<file path="src/rtl/idp_seq_pkg.sv">
// Shared encodings for the integer-datapath sequencer: states, MIPS opcode/funct
// values, ALU function codes, write-back/destination selects and the decode bundle.
package idp_seq_pkg;

    localparam logic [1:0] S_IDLE   = 2'd0;
    localparam logic [1:0] S_DECODE = 2'd1;
    localparam logic [1:0] S_EXEC   = 2'd2;
    localparam logic [1:0] S_WB     = 2'd3;

    localparam logic [5:0] OP_RTYPE = 6'h00;
    localparam logic [5:0] OP_JAL   = 6'h03;
    localparam logic [5:0] OP_ADDI  = 6'h08;
    localparam logic [5:0] OP_ADDIU = 6'h09;
    localparam logic [5:0] OP_SLTI  = 6'h0A;
    localparam logic [5:0] OP_SLTIU = 6'h0B;
    localparam logic [5:0] OP_ANDI  = 6'h0C;
    localparam logic [5:0] OP_ORI   = 6'h0D;
    localparam logic [5:0] OP_XORI  = 6'h0E;

    localparam logic [5:0] FN_MFHI  = 6'h10;
    localparam logic [5:0] FN_MFLO  = 6'h12;
    localparam logic [5:0] FN_MULT  = 6'h18;
    localparam logic [5:0] FN_MULTU = 6'h19;
    localparam logic [5:0] FN_DIV   = 6'h1A;
    localparam logic [5:0] FN_DIVU  = 6'h1B;
    localparam logic [5:0] FN_ADD   = 6'h20;
    localparam logic [5:0] FN_ADDU  = 6'h21;
    localparam logic [5:0] FN_SUB   = 6'h22;
    localparam logic [5:0] FN_SUBU  = 6'h23;
    localparam logic [5:0] FN_AND   = 6'h24;
    localparam logic [5:0] FN_OR    = 6'h25;
    localparam logic [5:0] FN_XOR   = 6'h26;
    localparam logic [5:0] FN_NOR   = 6'h27;
    localparam logic [5:0] FN_SLT   = 6'h2A;
    localparam logic [5:0] FN_SLTU  = 6'h2B;

    localparam logic [4:0] FS_PASS_S = 5'h00;
    localparam logic [4:0] FS_ADD    = 5'h02;
    localparam logic [4:0] FS_ADDU   = 5'h03;
    localparam logic [4:0] FS_SUB    = 5'h04;
    localparam logic [4:0] FS_SUBU   = 5'h05;
    localparam logic [4:0] FS_SLT    = 5'h06;
    localparam logic [4:0] FS_SLTU   = 5'h07;
    localparam logic [4:0] FS_AND    = 5'h08;
    localparam logic [4:0] FS_OR     = 5'h09;
    localparam logic [4:0] FS_XOR    = 5'h0A;
    localparam logic [4:0] FS_NOR    = 5'h0B;
    localparam logic [4:0] FS_MUL    = 5'h1E;
    localparam logic [4:0] FS_DIV    = 5'h1F;

    localparam logic [2:0] YS_ALU = 3'd0;
    localparam logic [2:0] YS_PC  = 3'd1;
    localparam logic [2:0] YS_DY  = 3'd2;
    localparam logic [2:0] YS_LO  = 3'd3;
    localparam logic [2:0] YS_HI  = 3'd4;

    localparam logic [1:0] DA_RD = 2'd0;
    localparam logic [1:0] DA_RT = 2'd1;
    localparam logic [1:0] DA_RA = 2'd2;
    localparam logic [1:0] DA_SP = 2'd3;

    typedef struct packed {
        logic [4:0] fs;
        logic       hilo;
        logic       wr;
        logic [2:0] ysel;
        logic [1:0] dasel;
        logic       tsel;
        logic       sext;
        logic       ovf_chk;
        logic       illegal;
    } ctrl_t;

endpackage

</file>
<file path="src/rtl/idp_seq_if.sv">
// Fetch-side handshake between the instruction source and the sequencer.
interface idp_seq_if #(
    parameter int SEQ_W = 32
);
    logic [SEQ_W-1:0] instr;
    logic             instr_valid;
    logic             instr_ready;

    modport master (output instr, output instr_valid, input instr_ready);
    modport slave  (input instr, input instr_valid, output instr_ready);
endinterface

</file>
<file path="src/rtl/idp_seq_decode.sv">
// Combinational opcode/funct decode into the datapath control bundle; the
// sequencer gates each field by state.
module idp_seq_decode
    import idp_seq_pkg::*;
(
    input  logic [5:0] op,
    input  logic [5:0] funct,
    output ctrl_t      ctrl
);

    always_comb begin
        ctrl = '0;
        unique case (op)
            OP_RTYPE: begin
                ctrl.wr = 1'b1;
                case (funct)
                    FN_ADD:  begin ctrl.fs = FS_ADD; ctrl.ovf_chk = 1'b1; end
                    FN_ADDU: ctrl.fs = FS_ADDU;
                    FN_SUB:  begin ctrl.fs = FS_SUB; ctrl.ovf_chk = 1'b1; end
                    FN_SUBU: ctrl.fs = FS_SUBU;
                    FN_AND:  ctrl.fs = FS_AND;
                    FN_OR:   ctrl.fs = FS_OR;
                    FN_XOR:  ctrl.fs = FS_XOR;
                    FN_NOR:  ctrl.fs = FS_NOR;
                    FN_SLT:  ctrl.fs = FS_SLT;
                    FN_SLTU: ctrl.fs = FS_SLTU;
                    FN_MULT, FN_MULTU: begin ctrl.fs = FS_MUL; ctrl.hilo = 1'b1; ctrl.wr = 1'b0; end
                    FN_DIV, FN_DIVU:   begin ctrl.fs = FS_DIV; ctrl.hilo = 1'b1; ctrl.wr = 1'b0; end
                    FN_MFHI: ctrl.ysel = YS_HI;
                    FN_MFLO: ctrl.ysel = YS_LO;
                    default: begin ctrl.wr = 1'b0; ctrl.illegal = 1'b1; end
                endcase
            end
            OP_JAL: begin
                ctrl.fs    = FS_PASS_S;
                ctrl.ysel  = YS_PC;
                ctrl.dasel = DA_RA;
                ctrl.wr    = 1'b1;
            end
            OP_ADDI, OP_ADDIU, OP_SLTI, OP_SLTIU, OP_ANDI, OP_ORI, OP_XORI: begin
                ctrl.tsel  = 1'b1;
                ctrl.dasel = DA_RT;
                ctrl.wr    = 1'b1;
                case (op)
                    OP_ADDI:  begin ctrl.fs = FS_ADD; ctrl.sext = 1'b1; ctrl.ovf_chk = 1'b1; end
                    OP_ADDIU: begin ctrl.fs = FS_ADDU; ctrl.sext = 1'b1; end
                    OP_SLTI:  begin ctrl.fs = FS_SLT; ctrl.sext = 1'b1; end
                    OP_SLTIU: begin ctrl.fs = FS_SLTU; ctrl.sext = 1'b1; end
                    OP_ANDI:  ctrl.fs = FS_AND;
                    OP_ORI:   ctrl.fs = FS_OR;
                    default:  ctrl.fs = FS_XOR;
                endcase
            end
            default: ctrl.illegal = 1'b1;
        endcase
    end

endmodule

</file>
<file path="src/rtl/idp_sequencer.sv">
// Four-state controller sequencing one instruction through the integer datapath.
// Define IDP_SEQ_OVF_TRAP_EN to suppress add/sub/addi write-back on signed overflow.
module idp_sequencer
    import idp_seq_pkg::*;
#(
    parameter int SEQ_W = 32
) (
    input  logic             CLK,
    input  logic             RESET,
    idp_seq_if.slave         fetch,
    input  logic             V,
    output logic [4:0]       FS,
    output logic             HILO_ld,
    output logic             D_En,
    output logic [4:0]       D_Addr,
    output logic [4:0]       S_Addr,
    output logic [4:0]       T_Addr,
    output logic [SEQ_W-1:0] DT,
    output logic             T_Sel,
    output logic [2:0]       Y_Sel,
    output logic [1:0]       DA_sel,
    output logic             busy,
    output logic             done,
    output logic             illegal
`ifdef IDP_SEQ_OVF_TRAP_EN
    ,
    output logic             ovf
`endif
);

    // state  | meaning
    // IDLE   | instr_ready high, waiting for instr_valid
    // DECODE | register addresses and immediate presented, RS/RT latched
    // EXEC   | FS (and HILO_ld) presented, ALU result latched
    // WB     | write-back select/destination presented, done pulses

    logic [1:0]       state;
    logic [SEQ_W-1:0] ir;
    ctrl_t            ctrl;
    logic             in_wb;
    logic             trap;

    idp_seq_decode u_decode (
        .op    (ir[31:26]),
        .funct (ir[5:0]),
        .ctrl  (ctrl)
    );

    always_ff @(posedge CLK) begin
        if (RESET) begin
            state <= S_IDLE;
            ir    <= '0;
        end else begin
            case (state)
                S_IDLE: begin
                    if (fetch.instr_valid) begin
                        ir    <= fetch.instr;
                        state <= S_DECODE;
                    end
                end
                S_DECODE: state <= S_EXEC;
                S_EXEC:   state <= S_WB;
                default:  state <= S_IDLE;
            endcase
        end
    end

`ifdef IDP_SEQ_OVF_TRAP_EN
    logic v_q;

    always_ff @(posedge CLK) begin
        if (RESET)
            v_q <= 1'b0;
        else if (state == S_EXEC)
            v_q <= V;
    end

    assign trap = ctrl.ovf_chk & v_q;
    assign ovf  = in_wb & trap;
`else
    logic [1:0] ovf_unused;
    assign ovf_unused = {V, ctrl.ovf_chk};
    assign trap       = 1'b0;
`endif

    assign in_wb             = (state == S_WB);
    assign fetch.instr_ready = (state == S_IDLE);
    assign busy              = (state != S_IDLE);

    assign S_Addr = ir[25:21];
    assign T_Addr = ir[20:16];
    assign D_Addr = ir[15:11];
    assign DT     = {{(SEQ_W-16){ctrl.sext & ir[15]}}, ir[15:0]};

    assign T_Sel   = (state == S_DECODE) & ctrl.tsel;
    assign FS      = (state == S_EXEC) ? ctrl.fs : FS_PASS_S;
    assign HILO_ld = (state == S_EXEC) & ctrl.hilo;
    assign Y_Sel   = in_wb ? ctrl.ysel : YS_ALU;
    assign DA_sel  = in_wb ? ctrl.dasel : DA_RD;
    assign D_En    = in_wb & ctrl.wr & ~trap;
    assign done    = in_wb;
    assign illegal = in_wb & ctrl.illegal;

endmodule

</file>
<file path="src/flat_wrapper.sv">
// flat-port wrapper written by rule: the top's interface ports become plain ports
module idp_sequencer_flat import idp_seq_pkg::*;
#(
    parameter int SEQ_W = 32
)
  (CLK, RESET, V, FS, HILO_ld, D_En, D_Addr, S_Addr, T_Addr, DT, T_Sel, Y_Sel, DA_sel, busy, done, illegal, fetch_instr, fetch_instr_valid, fetch_instr_ready);
  idp_seq_if #(.SEQ_W(SEQ_W)) fetch_i ();
  input  logic CLK;
  input  logic RESET;
  input  logic V;
  output logic [4:0] FS;
  output logic HILO_ld;
  output logic D_En;
  output logic [4:0] D_Addr;
  output logic [4:0] S_Addr;
  output logic [4:0] T_Addr;
  output logic [SEQ_W-1:0] DT;
  output logic T_Sel;
  output logic [2:0] Y_Sel;
  output logic [1:0] DA_sel;
  output logic busy;
  output logic done;
  output logic illegal;
  input wire logic [$bits(fetch_i.instr)-1:0] fetch_instr;
  input wire logic [$bits(fetch_i.instr_valid)-1:0] fetch_instr_valid;
  output wire logic [$bits(fetch_i.instr_ready)-1:0] fetch_instr_ready;
  assign fetch_i.instr = fetch_instr;
  assign fetch_i.instr_valid = fetch_instr_valid;
  assign fetch_instr_ready = fetch_i.instr_ready;
  idp_sequencer #(.SEQ_W(SEQ_W)) u_core (.CLK(CLK), .RESET(RESET), .fetch(fetch_i), .V(V), .FS(FS), .HILO_ld(HILO_ld), .D_En(D_En), .D_Addr(D_Addr), .S_Addr(S_Addr), .T_Addr(T_Addr), .DT(DT), .T_Sel(T_Sel), .Y_Sel(Y_Sel), .DA_sel(DA_sel), .busy(busy), .done(done), .illegal(illegal));
endmodule
</file>
<file path="config.mk">
export PLATFORM = sky130hd
export DESIGN_NAME = idp_sequencer_flat
export DESIGN_NICKNAME = d
export VERILOG_FILES = /design/src/rtl/idp_seq_pkg.sv /design/src/rtl/idp_seq_if.sv /design/src/rtl/idp_seq_decode.sv /design/src/rtl/idp_sequencer.sv /design/src/flat_wrapper.sv
export SDC_FILE = /design/constraint.sdc
export NUM_CORES = 1
export LEC_CHECK = 0
export CAP_MARGIN = 0
export CORE_UTILIZATION = 25
export CTS_CLUSTER_SIZE = 14
export DETAILED_ROUTE_END_ITERATION = 8
export SLEW_MARGIN = 20
export SYNTH_ARGS = -nofsm -noshare
export SYNTH_HDL_FRONTEND = slang
export SYNTH_SLANG_ARGS = --single-unit
</file>
<file path="constraint.sdc">
create_clock -name CLK -period 2.38 [get_ports CLK]
set_clock_uncertainty 0.15 [all_clocks]
set_input_delay 0.476 -clock CLK [delete_from_list [all_inputs] [get_ports CLK]]
set_output_delay 0.476 -clock CLK [all_outputs]
set_load 0.1 [all_outputs]
</file>
==> results.txt <==
Reg2reg end = u_core.ir[21]
Ys Warns = 0
Routed wire length = 5.002 mm
Max Cap Viol = 0
Layout net count = 360
Hold Crit Class = reg -> reg
Clock Path Buffers = 2
Number of diodes = 0
Period minus WS final = 2347 ps
Synth cell types = 38
End of the critical path = FS[0]
Std-Cell Rows = 32
Sequential cell area = 693.2 um2
Fin cells = 421
Post-synth EDFFs = 0
Area share of the largest cell type after synthesis = 34.04%
CP Max Fanout = 6
Period utilization = 98.60%
Final HPWL from detailed placement = 3.799 mm
Async SR Flop Fraction = 0%
Vias = 1,783
Buffers on Ports = 98
CTS tree = done
Required @ worst endpoint = 1750 ps
Power Dens Cells = 1055 nW/um2
Cell accounting for the most synthesized area = dfxtp_1
First drt pass iteration count = 4
Synth top cells by count = 69 x nand2_1, 47 x buf_4, 36 x a21oi_1
Crit Path Class = reg -> out
Highest Clock Rate = 0.4261 GHz
First-pass GRT wire length = 7.879 mm
Antenna violations before repair = 0
Status = finished clean
Root buf cell = clkbuf_8
Number of register bits inferred by synthesis = 34
Worst r2r src = u_core.state[1]
Most frequent cell after synthesis = nand2_1
Post-DRT Antenna Nets = 0
CP startpoint kind = flop
Placer congestion estimate = 0.7540
Critical Path End Type = output pin
Synth top area cells = dfxtp_1 34%, buf_4 18%, nand2_1 13%, a21oi_1 9.0%, ha_1 2.5%
Die area = 8359 um2
Multi-input logic area = 977.2 um2
Drt initial violations = 42
Area grow syn2layout = 63.95%
Reg2Reg Setup Slack = 840 ps
Cells after synthesis = 267
Total clock sinks = 34
Slew Viols, Final = 0
Maximum vdd drop = 0.0004780 V
Place WS = 165.9 ps
Initial Util = 25.87%
Final hold vios = 0
DP Cell Count = 413
Die width = 91.43 um
Core ar. = 7727 um2
Worst relative slew slack = 74.60%
Final Setup Violations = 0
Leak = 1.255 nW
Via density per instance = 4.235
Clock-pin slew on the worst setup and hold paths = 60 ps
Vias in the first global route = 1,689
Total track usage = 11.74%
Worst R2R Path Depth = 6
GRT overflow = 0
H-tree Lvls = 2
Wire per inst = 11.88 um
Share of layout cells above drive strength 1 = 35.11%
Die Height = 91.43 um
Setup ws final = 33.38 ps
Critical Path AT = 1720 ps
DRC violations left = 0
CP startpoint = u_core.ir[5]
Largest net degree at the start of global routing = 35
RSZ-0062 raised after global routing = yes
Syn nets = 307
Io pins = 100
Seq/Total Area, Yosys = 34.04%
Most used DFF post-synth = dfxtp_1
Worst-Margin Slew = 377.8 ps
Mapped Avg Cell Area = 7.488 um2
Clk_lat worst skew = 270 ps
Num CTS Buffers = 5
Cell Area, Synth = 1999 um2
Filler cells = 761
final cells by class:
class,instances,share of cell area (%)
repair buffers,110,42.06
multi-input cells,164,29.81
flip-flops and latches,34,21.15
well taps,102,3.893
clock buffers,6,2.519
inverters,5,0.5725
worst min-delay path by stage:
stage	endpoint	cells after the start	start
after CTS	u_core.ir[24]	2	u_core.ir[24]
after detailed placement	u_core.ir[24]	2	u_core.ir[24]
after floorplan	u_core.ir[10]	2	u_core.ir[10]
after global placement	u_core.ir[16]	2	u_core.ir[16]
final	u_core.ir[24]	2	u_core.ir[24]
after global routing	u_core.ir[7]	2	u_core.ir[7]
placed cells by master (no fill, tap or decap), drive strengths merged, types with 4 or more instances in the layout:
cell type,n
buf,75
ha,4
nor2,8
and2,6
nand2,69
clkbuf,7
inv,5
clkdlybuf4s50,34
o21ai,7
dfxtp,34
a21oi,36
report_power, final:
group,internal (mW),total [mW],leakage (nW),switching [mW]
registers,0.698,0.839,0.283,0.141
clock network,0.223,0.414,0.0431,0.191
logic,0.656,2.21,0.929,1.55
total,1.58,3.46,1.25,1.88
per-layer routing:
metal,vias to the layer above,routed length [um],global-route usage (%)
li1,925,-,-
met4,0,38,3.175
met3,4,291,3.853
met2,50,2575,21.05
met1,804,2097,13.19
met5,-,0,0
registers in the layout, indices dropped and copies added, names as in the netlist:
| signal | flops |
|---|---|
| u_core.state | 2 |
| u_core.ir | 32 |
critical path: stages, from the launching register on:
cell      delay (ps)
dfxtp_1          350
nand2b_4         170
nor3b_2          310
a221o_1          210
o2111a_2         240
buf_12           180
stage by stage:
stage	area [um2]	power, mW	hold WS, ps	utilization [%]	TNS, ps
finish	3278	3.459	304.2	42.42	0
global route	3278	3.642	331.9	42.42	-108.2
CTS	3234	3.488	308.5	41.86	0
detailed placement	3134	3.040	299.3	40.56	0
global placement	3134	3.014	293.0	40.56	0
floorplan	2095	2.594	286.7	-	0
repair_timing:
action | in CTS | in global routing
hold buffers | 0 | 0
gates resized for setup | 10 | 4
pin swaps | 0 | 3
endpoints found under the setup margin | 25 | 22
buffers inserted | 0 | 1
cloned | 0 | 1
logic make-up after synthesis:
group,Yosys count,share of synthesized area (%)
and+or+nand+nor,106,25.47
adders and majority gates,4,2.503
xor gates and xnor gates,1,0.4381
AOI/OAI and AO/OA,53,14.89
buffers and inverters,69,22.65
DFF,34,34.04
No activity file was read; power rests on OpenSTA's default activity.
